### config.mk
export PLATFORM = sky130hd
export DESIGN_NAME = mem_access_unit
export DESIGN_NICKNAME = d
export VERILOG_FILES = /design/src/rtl/mem_access_unit_pkg.sv /design/src/rtl/mem_access_unit_load_align.sv /design/src/rtl/mem_access_unit.sv
export SDC_FILE = /design/constraint.sdc
export NUM_CORES = 1
export LEC_CHECK = 0
export BUFFER_PORTS_ARGS = -buffer_cell sky130_fd_sc_hd__clkbuf_2
export CAP_MARGIN = 10
export CORE_MARGIN = 1
export CORE_UTILIZATION = 55
export DETAILED_ROUTE_END_ITERATION = 7
export PLACE_DENSITY = 0.87
export SYNTH_ARGS = -nofsm -noshare
export SYNTH_HDL_FRONTEND = slang
export SYNTH_SLANG_ARGS = --single-unit
### constraint.sdc
create_clock -name clock -period 9.8 [get_ports clock]
set_clock_uncertainty 0.05 [all_clocks]
set_input_delay 0 -clock clock [delete_from_list [all_inputs] [get_ports clock]]
set_output_delay 0 -clock clock [all_outputs]
set_load 0.02 [all_outputs]
### src/rtl/mem_access_unit_pkg.sv
// Shared constants for the memory access unit: funct3 size codes, FSM
// state encodings and store lane helpers.
package mem_access_unit_pkg;

    // funct3 access size / signedness codes
    localparam logic [2:0] MEM_B  = 3'b000;
    localparam logic [2:0] MEM_H  = 3'b001;
    localparam logic [2:0] MEM_W  = 3'b010;
    localparam logic [2:0] MEM_BU = 3'b100;
    localparam logic [2:0] MEM_HU = 3'b101;

    // Access width classes derived from funct3
    localparam logic [1:0] SZ_B = 2'd0;
    localparam logic [1:0] SZ_H = 2'd1;
    localparam logic [1:0] SZ_W = 2'd2;

    typedef enum logic [1:0] {
        ST_IDLE = 2'd0,
        ST_REQ  = 2'd1,
        ST_WAIT = 2'd2
    } state_t;

    // Unlisted funct3 encodings (011, 110, 111) fall through to word.
    function automatic logic [1:0] access_size(input logic [2:0] f3);
        case (f3)
            MEM_B, MEM_BU: access_size = SZ_B;
            MEM_H, MEM_HU: access_size = SZ_H;
            default:       access_size = SZ_W;
        endcase
    endfunction

    // Byte enables for a store; low address bits beyond the access
    // width are ignored.
    function automatic logic [3:0] store_be(input logic [2:0] f3, input logic [1:0] off);
        case (access_size(f3))
            SZ_B:    store_be = 4'b0001 << off;
            SZ_H:    store_be = off[1] ? 4'b1100 : 4'b0011;
            default: store_be = 4'b1111;
        endcase
    endfunction

    // Replicate the store operand across every lane it could occupy, so
    // the byte enables alone select the destination bytes.
    function automatic logic [31:0] store_lanes(input logic [2:0] f3, input logic [31:0] d);
        case (access_size(f3))
            SZ_B:    store_lanes = {4{d[7:0]}};
            SZ_H:    store_lanes = {2{d[15:0]}};
            default: store_lanes = d;
        endcase
    endfunction

endpackage

### src/rtl/mem_access_unit_load_align.sv
// Load data alignment: picks the addressed byte/half out of the returned
// cache word and sign- or zero-extends it to a full register value.
module load_align
    import mem_access_unit_pkg::*;
(
    input  logic [31:0] rdata,
    input  logic [1:0]  offset,
    input  logic [2:0]  funct3,
    output logic [31:0] data
);

    logic [7:0]  byte_sel;
    logic [15:0] half_sel;

    // Lane selection by the low address bits
    always_comb begin
        byte_sel = rdata[7:0];
        case (offset)
            2'd0: byte_sel = rdata[7:0];
            2'd1: byte_sel = rdata[15:8];
            2'd2: byte_sel = rdata[23:16];
            2'd3: byte_sel = rdata[31:24];
            default: byte_sel = rdata[7:0];
        endcase
        half_sel = offset[1] ? rdata[31:16] : rdata[15:0];
    end

    // Extension by access type; word-class codes pass the word through
    always_comb begin
        data = rdata;
        case (funct3)
            MEM_B:   data = {{24{byte_sel[7]}}, byte_sel};
            MEM_BU:  data = {24'd0, byte_sel};
            MEM_H:   data = {{16{half_sel[15]}}, half_sel};
            MEM_HU:  data = {16'd0, half_sel};
            default: data = rdata;
        endcase
    end

endmodule

### src/rtl/mem_access_unit.sv
// Memory stage: turns the ALU result into an L1 data cache access for
// loads/stores (req/gnt/rvalid), or forwards it for other instructions,
// and produces one writeback record per accepted instruction.
// Optional misaligned-access exception enabled by MEM_MISALIGN_EXC_EN.
module mem_access_unit
    import mem_access_unit_pkg::*;
#(
    parameter int XLEN = 32,
    parameter int REGW = 5
) (
    input  logic            clock,
    input  logic            reset,
    input  logic            in_valid,
    output logic            in_ready,
    input  logic            in_is_load,
    input  logic            in_is_store,
    input  logic [2:0]      in_funct3,
    input  logic [XLEN-1:0] in_alu_out,
    input  logic [XLEN-1:0] in_store_data,
    input  logic [REGW-1:0] in_rd,
    input  logic            in_reg_we,
    output logic            dc_req,
    output logic            dc_we,
    output logic [XLEN-1:0] dc_addr,
    output logic [XLEN-1:0] dc_wdata,
    output logic [3:0]      dc_be,
    input  logic            dc_gnt,
    input  logic            dc_rvalid,
    input  logic [XLEN-1:0] dc_rdata,
    output logic            wb_valid,
    output logic [REGW-1:0] wb_rd,
    output logic            wb_reg_we,
    output logic [XLEN-1:0] wb_data,
    output logic            mem_exc
);

    state_t state_q, state_d;

    // Latched memory instruction
    logic [XLEN-1:0] addr_q;
    logic [XLEN-1:0] sdata_q;
    logic [2:0]      funct3_q;
    logic [REGW-1:0] rd_q;
    logic            reg_we_q;
    logic            is_store_q;

    logic            accept;
    logic            is_mem;
    logic            is_store;
    logic            misalign;
    logic [XLEN-1:0] load_word;

    assign in_ready = (state_q == ST_IDLE);
    assign accept   = in_valid & in_ready;
    assign is_mem   = in_is_load | in_is_store;
    // Load wins when both flags are set
    assign is_store = in_is_store & ~in_is_load;

`ifdef MEM_MISALIGN_EXC_EN
    logic [1:0] in_size;
    assign in_size  = access_size(in_funct3);
    assign misalign = is_mem &
                      (((in_size == SZ_H) & in_alu_out[0]) |
                       ((in_size == SZ_W) & (in_alu_out[1:0] != 2'b00)));
`else
    assign misalign = 1'b0;
`endif

    load_align u_load_align (
        .rdata  (dc_rdata),
        .offset (addr_q[1:0]),
        .funct3 (funct3_q),
        .data   (load_word)
    );

    // State register
    always_ff @(posedge clock or posedge reset) begin
        if (reset) state_q <= ST_IDLE;
        else       state_q <= state_d;
    end

    // Next-state: gnt ends REQ, rvalid is only honoured in WAIT
    always_comb begin
        state_d = state_q;
        case (state_q)
            ST_IDLE: if (accept && is_mem && !misalign) state_d = ST_REQ;
            ST_REQ:  if (dc_gnt) state_d = is_store_q ? ST_IDLE : ST_WAIT;
            ST_WAIT: if (dc_rvalid) state_d = ST_IDLE;
            default: state_d = ST_IDLE;
        endcase
    end

    // Capture the memory instruction at accept
    always_ff @(posedge clock or posedge reset) begin
        if (reset) begin
            addr_q     <= '0;
            sdata_q    <= '0;
            funct3_q   <= 3'b000;
            rd_q       <= '0;
            reg_we_q   <= 1'b0;
            is_store_q <= 1'b0;
        end else if (accept && is_mem && !misalign) begin
            addr_q     <= in_alu_out;
            sdata_q    <= in_store_data;
            funct3_q   <= in_funct3;
            rd_q       <= in_rd;
            reg_we_q   <= in_reg_we;
            is_store_q <= is_store;
        end
    end

    // Cache request decoded from registered state only, so reset drops it at once
    always_comb begin
        dc_req   = 1'b0;
        dc_we    = 1'b0;
        dc_addr  = '0;
        dc_wdata = '0;
        dc_be    = 4'b0000;
        if (state_q == ST_REQ) begin
            dc_req  = 1'b1;
            dc_addr = {addr_q[XLEN-1:2], 2'b00};
            if (is_store_q) begin
                dc_we    = 1'b1;
                dc_be    = store_be(funct3_q, addr_q[1:0]);
                dc_wdata = store_lanes(funct3_q, sdata_q);
            end else begin
                dc_be    = 4'b1111;
            end
        end
    end

    // Writeback record: single-cycle pulse per completed instruction
    always_ff @(posedge clock or posedge reset) begin
        if (reset) begin
            wb_valid  <= 1'b0;
            wb_rd     <= '0;
            wb_reg_we <= 1'b0;
            wb_data   <= '0;
        end else begin
            wb_valid <= 1'b0;
            case (state_q)
                ST_IDLE: begin
                    if (accept && (!is_mem || misalign)) begin
                        wb_valid  <= 1'b1;
                        wb_rd     <= in_rd;
                        wb_data   <= in_alu_out;
                        wb_reg_we <= !is_mem && in_reg_we && (in_rd != '0);
                    end
                end
                ST_REQ: begin
                    if (dc_gnt && is_store_q) begin
                        wb_valid  <= 1'b1;
                        wb_rd     <= rd_q;
                        wb_data   <= addr_q;
                        wb_reg_we <= 1'b0;
                    end
                end
                ST_WAIT: begin
                    if (dc_rvalid) begin
                        wb_valid  <= 1'b1;
                        wb_rd     <= rd_q;
                        wb_data   <= load_word;
                        wb_reg_we <= reg_we_q && (rd_q != '0);
                    end
                end
                default: ;
            endcase
        end
    end

`ifdef MEM_MISALIGN_EXC_EN
    // Exception flag travels with the writeback pulse of the faulting access
    always_ff @(posedge clock or posedge reset) begin
        if (reset) mem_exc <= 1'b0;
        else       mem_exc <= (state_q == ST_IDLE) && accept && misalign;
    end
`else
    assign mem_exc = 1'b0;
`endif

endmodule

==> flow_summary.yaml, run 1 <==
sta:
  finalSetupViolCount: 0
  hold_viol: 0
  finalMaxSlewViolations: 0
  rsz0062_at_grt: "no"
  tightest_slew_ns: 1.200
  fin_crit_sh: 0.3300
  post-route-min-period_ns: 3.234
  fin_setup_tns_ns: 0
  fmax_mhz: 309.2
  maxSlewHeadroom: 0.2003
cells_and_area:
  fin_util: 0.8263
  fillCellCount: 564
  num_antenna_cells: 0
  syn_to_final_growth_pct: 43.65
  multi_input_area_sq_um: 3206
  final_area_sq_um: 9154
  nets: 1032
  seq_area_sq_um: 2878
  drive_gt1_frac: 0.3776
worst_hold_path:
  hold_class: "primary input to flip-flop"
  holdPathStages: 3
pwr:
  power.density_nw_per_um2: 372.6
  p_leak_nw: 4.388
  vdd_drop_max_mv: 0.2600
floorplan:
  die-area_sq_um: 12020
  initial_utilization: 0.5752
  fp.dieW_um: 109.6
  chipHeight_um: 109.6
  rows: 38
  fp.coreArea_sq_um: 11080
  io_pins: 223
logic_synthesis:
  yosysSeqAreaShare: 0.4516
  synth_top_area_frac: 0.4516
  synth_edf_count: 0
  ys_ff_latch: 115
  synth-async-reset-ratio: 1.000
  synthFlopType: "dfrtp_1"
  synth_area_sq_um: 6372
  synth_cell_types: 50
  synth_area_leaders: "dfrtp_1 (45%), mux2_2 (13%), mux2i_1 (7.4%)"
  yosys_warnings: 0
  avgSynthCellArea_sq_um: 10.23
  synth_top_area_cell: "dfrtp_1"
  synthTopCellsByCount: "dfrtp_1 (115), mux2_2 (75), nand2_1 (67)"
  syn_inst: 623
  synth_most_common_cell: "dfrtp_1"
setup_path:
  path_cells: "inv_1 > ha_1 > nor2b_1 > a2111o_2 > nor2_1 > a311oi_1"
  start_kind: "flip-flop"
  max_stage_delay_ns: 0.89
  required_ns: 10.06
  critical_path_class: "flip-flop to flip-flop"
  slowest_stage: "a2111o_2"
  worstRegToRegCells: 6
  cp.arrival_ns: 3.50
  worst_setup_path_end_kind: "flip-flop"
  crit_fanout: 55
placed_design:
  dp_hpwl_um: 13990
  globalplace.congestion: 0.8766
  portBuffers: 219
  postPlaceCellArea_sq_um: 7500
clock_tree:
  cts_buffers: 17
  clkTransAtPathRegs_ns: 0.05
  cts_tree: "built"
  clkLatencyLatePin_ns: 0.43
  clockRootBuffer: "clkbuf_16"
  cts.sinks: 115
  htreeDepth: 4
  clock_path_buffers: 2
routing:
  drtPass1Iterations: 6
  wire_per_inst_um: 23.22
  via_per_inst: 6.419
  vias: 6849
  drtIter0Drc: 715
  drt-total-wl_um: 24770
  antenna_left: 0
  drcViolationCount: 0
global_route:
  overflow: 0
  grt_pass1_vias: 7066
  grt_first_pass_wirelength_um: 36990
  grt_start_max_net_pins: 88
  grt_antenna_before_repair: 0
  gr-usage-all-layers: 0.4218
status:
  status: "finished clean"
run:
  cap_violations: 0
[power breakdown]
group          switching [mW]  internal, mW
Combinational            1.07         0.663
Clock                   0.222         0.502
Sequential              0.228         0.722
[flip-flops by register name, indices dropped and copies added, names as in the netlist]
signal	cells
addr_q	32
sdata_q	32
wb_data	32
rd_q	5
wb_rd	5
funct3_q	3
state_q	2
is_store_q	1
reg_we_q	1
wb_reg_we	1
wb_valid	1
[metrics by stage]
stage	hold slack (ns)	instances	power (mW)	setup slack (ns)
5_1_grt	0.02771	1067	3.548	6.395
4_1_cts	0.006870	1067	3.292	6.685
3_3_place_gp	-0.06251	939	2.436	6.902
6_report	0.04183	1067	3.411	6.566
3_5_place_dp	-0.04874	939	2.522	6.704
2_1_floorplan	0.05464	625	2.060	6.706
[per-layer routing]
metal  vias to the layer above  routed length [um]  GRT usage
met5                         -                   0          0
met4                         0                1854     0.3390
met3                       165                2799     0.1458
met2                       611               11960     0.6927
met1                      3216                8155     0.4390
li1                       2857                   -          -
[layout by cell type, fill, tap and decap left out, drive strengths merged, types with 20 or more instances in the layout]
master,n
clkbuf,241
dfrtp,115
dlygate4sd3,97
mux2,75
nand2,67
mux2i,47
nor2,44
a21oi,34
o22ai,25
and2,24
inv,20
[cell type report]
class                   instances  area share
clock inverters                 9     0.02173
flip-flops and latches        115      0.3144
inverters                      20    0.008475
multi-input cells             436      0.3502
clock buffers                  22     0.05290
well taps                     140     0.01914
repair buffers                325      0.2332
[final timing paths]
check                       startpoint  slack [ns]          end
max                         state_q[0]        6.57  wb_data[14]
min                        dc_rdata[2]        0.04   wb_data[2]
max reg2reg                 state_q[0]        6.57  wb_data[14]
min reg2reg                 addr_q[15]        0.45   addr_q[15]
max in group asynchronous        reset        8.18   is_store_q
min in group asynchronous        reset        0.08   sdata_q[1]
[worst max-delay path: cells and delay by family, from the launching register on]
kind	cells	cell delay [ns]
and+or+nand+nor	2	0.69
buffers and inverters	1	0.11
AOI/OAI and AO/OA	2	1.22
adders and majority gates	1	0.57
DFF	1	0.43
[cells by family (layout without fill, tap and decap cells)]
family | count (synthesis) | in the layout | share of synthesized area
AO/OA/AOI/OAI | 142 | 142 | 0.1657
adder cells (fa/ha/maj) | 5 | 5 | 0.009817
buffers and inverters | 74 | 376 | 0.04712
flip-flops | 115 | 115 | 0.4516
multiplexers | 123 | 123 | 0.2099
other | 1 | 3 | 0.0005885
AND/OR/NAND/NOR | 163 | 163 | 0.1153
[repair_timing]
item / 4_1_cts / 5_1_grt
setup buffers: 0 / 0
endpoints found under the hold margin: 141 / 0
hold buffers: 97 / 0
resized for setup: 0 / 0
Note: power is estimated with default switching activity, not from simulation.
==> inputs of run 2 (changes only) <==
Settings changed: ABC_AREA set to 1, CORE_UTILIZATION 55 to 51, PLACE_DENSITY 0.87 to 0.81.
Clock period 9.8 ns to 3.2 ns, I/O delays scaled along.
==> flow_summary.yaml, run 2 <==
status:
  status: "finished clean"
logic_synthesis:
  synth_edf_count: 0
  yosys_warnings: 0
  synth_cell_types: 33
  syn_inst: 933
  synth_area_leaders: "dfrtp_1 (44%), nand2_1 (19%), o21ai_0 (7.2%)"
  avgSynthCellArea_sq_um: 6.937
  ys_ff_latch: 115
  synth-async-reset-ratio: 1.000
  synth_area_sq_um: 6472
  synthFlopType: "dfrtp_1"
  synthTopCellsByCount: "nand2_1 (334), dfrtp_1 (115), inv_1 (108)"
  synth_top_area_frac: 0.4446
  synth_most_common_cell: "nand2_1"
  synth_top_area_cell: "dfrtp_1"
  yosysSeqAreaShare: 0.4446
clock_tree:
  clockRootBuffer: "clkbuf_16"
  cts_tree: "built"
  cts.sinks: 115
  clkLatencyLatePin_ns: 0.41
  clock_path_buffers: 2
  cts_buffers: 17
  clkTransAtPathRegs_ns: 0.05
  htreeDepth: 4
  post-cts-setup-buffers: 0
  cts_resized: 0
pwr:
  p_switching_mw: 4.383
  p_leak_nw: 5.145
  switching_share: 0.4756
  power_frac_clock: 0.199
  power.sequential.fraction: 0.287
  power_frac_comb: 0.514
  power.density_nw_per_um2: 1019
  power_mw: 9.214
  vdd_drop_max_mv: 0.5840
  intPower_mw: 4.832
run:
  cap_violations: 0
floorplan:
  io_pins: 223
  die-area_sq_um: 13150
  fp.dieW_um: 114.7
  fp.coreArea_sq_um: 12210
  chipHeight_um: 114.7
  initial_utilization: 0.5300
  rows: 40
placed_design:
  portBuffers: 219
  dp_hpwl_um: 13570
  globalplace.congestion: 0.8797
  pre_cts_ws_ns: 0.8774
routing:
  drtIter0Drc: 719
  wire_per_inst_um: 14.83
  antenna_left: 0
  drtPass1Iterations: 5
  via_per_inst: 5.168
  vias: 7214
  drcViolationCount: 0
  drt-total-wl_um: 20700
setup_path:
  worst_setup_path_end_kind: "flip-flop"
  start_kind: "flip-flop"
  required_ns: 3.45
  cp.arrival_ns: 3.16
  critical_path_class: "flip-flop to flip-flop"
  crit_fanout: 49
global_route:
  grt_start_max_net_pins: 61
  overflow: 0
  grt_antenna_before_repair: 0
  gr-usage-all-layers: 0.3273
  grt_first_pass_wirelength_um: 32980
  grt_pass1_vias: 6901
cells_and_area:
  mostFrequentLayoutCells: "nand2_1 (333), clkbuf_2 (219), dfrtp_1 (115)"
  fillCellCount: 984
  top_regs: "addr_q (32), sdata_q (32), wb_data (32)"
  syn_to_final_growth_pct: 39.67
  drive_gt1_frac: 0.2300
  fin_util: 0.7403
  nets: 1330
  layout_commonest_cell: "nand2_1"
sta:
  finalSetupViolCount: 0
  rsz0062_at_grt: "no"
  tightest_slew_ns: 0.7143
  maxSlewHeadroom: 0.5238
  fin_setup_tns_ns: 0
  post-route-min-period_ns: 2.917
  hold_viol: 0
  setup_slack_ns: 0.2826
  finalMaxSlewViolations: 0
  fmax_mhz: 342.8
  fin_crit_sh: 0.9117
worst_hold_path:
  hold_class: "primary input to flip-flop"
==> run 2: cell count changes after synthesis, moves of 10 or more <==
cell,before,now
clkbuf_1,37,21
inv_1,20,108
buf_2,3,23
o21ai_0,14,93
nand2_1,67,334
and2_1,23,0
a21oi_1,34,63
mux2i_1,47,0
o22ai_1,25,10
nand3_1,2,17
nor2_1,44,84
mux2_2,75,0
o221ai_2,10,0
==> run 2: through the flow <==
stage               area [sq um]  instances  hold slack, ns
floorplan                   6480        935         0.05861
global placement            7586       1275          0.1059
detailed placement          7586       1275          0.1063
CTS                         9035       1394        0.002082
global route                9035       1394         0.04252
finish                      9040       1396        0.004821
==> run 2: what timing repair did <==
| item | in CTS | in global routing |
|---|---|---|
| hold buffers | 87 | 0 |
| hold endpoints to repair | 169 | 0 |
| setup endpoints to repair | 0 | 0 |
==> run 2: worst max-delay path, stage by stage (launching register included) <==
cell           delay [ns]
dfrtp_1              0.42
inv_1                0.12
ha_1                 0.23
nand2_1              0.10
inv_1                0.12
nand2_4              0.29
inv_1                0.35
buf_4                0.42
o22ai_1              0.11
dlygate4sd3_1        0.58
==> run 2: worst paths after layout <==
kind | startpoint | endpoint | slack (ns) | depth (start not counted)
min | dc_rdata[18] | wb_data[18] | 0.005 | 7
max | state_q[0] | is_store_q | 0.28 | 9
min reg2reg | wb_data[2] | wb_data[2] | 0.42 | 2
min in group asynchronous | reset | sdata_q[30] | 0.19 | 3
max reg2reg | state_q[0] | is_store_q | 0.28 | 9
max in group asynchronous | reset | addr_q[11] | 2.14 | 4
==> run 2: power groups by stage <==
stage	combinational, mW	sequential (mW)	clock [mW]
global route	5.26	2.72	1.93
floorplan	3.16	2.81	0
global placement	4.44	2.61	0
CTS	4.67	2.62	1.86
finish	4.73	2.64	1.84
detailed placement	4.54	2.63	0
==> run 2: cell type report <==
| cell class | count | area [sq um] | area share |
|---|---|---|---|
| clock buffer | 18 | 439.2 | 0.04858 |
| antenna | 2 | 5.005 | 0.0005536 |
| timing repair buffer | 315 | 2059 | 0.2278 |
| tap | 168 | 210.2 | 0.02325 |
| clock inverter | 14 | 138.9 | 0.01536 |
| sequential | 115 | 2878 | 0.3183 |
| multi-input combinational | 648 | 2867 | 0.3171 |
| inverter | 116 | 442.9 | 0.04900 |
==> run 2: cell families (layout without fill, tap and decap cells) <==
| group | count (synthesis) | after routing | share of synthesized area |
|---|---|---|---|
| buffers and inverters | 172 | 463 | 0.1148 |
| and+or+nand+nor | 454 | 454 | 0.2788 |
| other | 1 | 5 | 0.0005794 |
| adders and majority gates | 5 | 5 | 0.009666 |
| DFF | 115 | 115 | 0.4446 |
| AOI/OAI and AO/OA | 186 | 186 | 0.1516 |
==> run 2: layer usage <==
metal / GRT usage / share of wire / vias up
met4: 0.1870 / 0.042 / 0
met5: 0 / 0 / -
met3: 0.07200 / 0.069 / 68
met2: 0.5176 / 0.48 / 366
li1: - / - / 3456
met1: 0.4158 / 0.41 / 3324
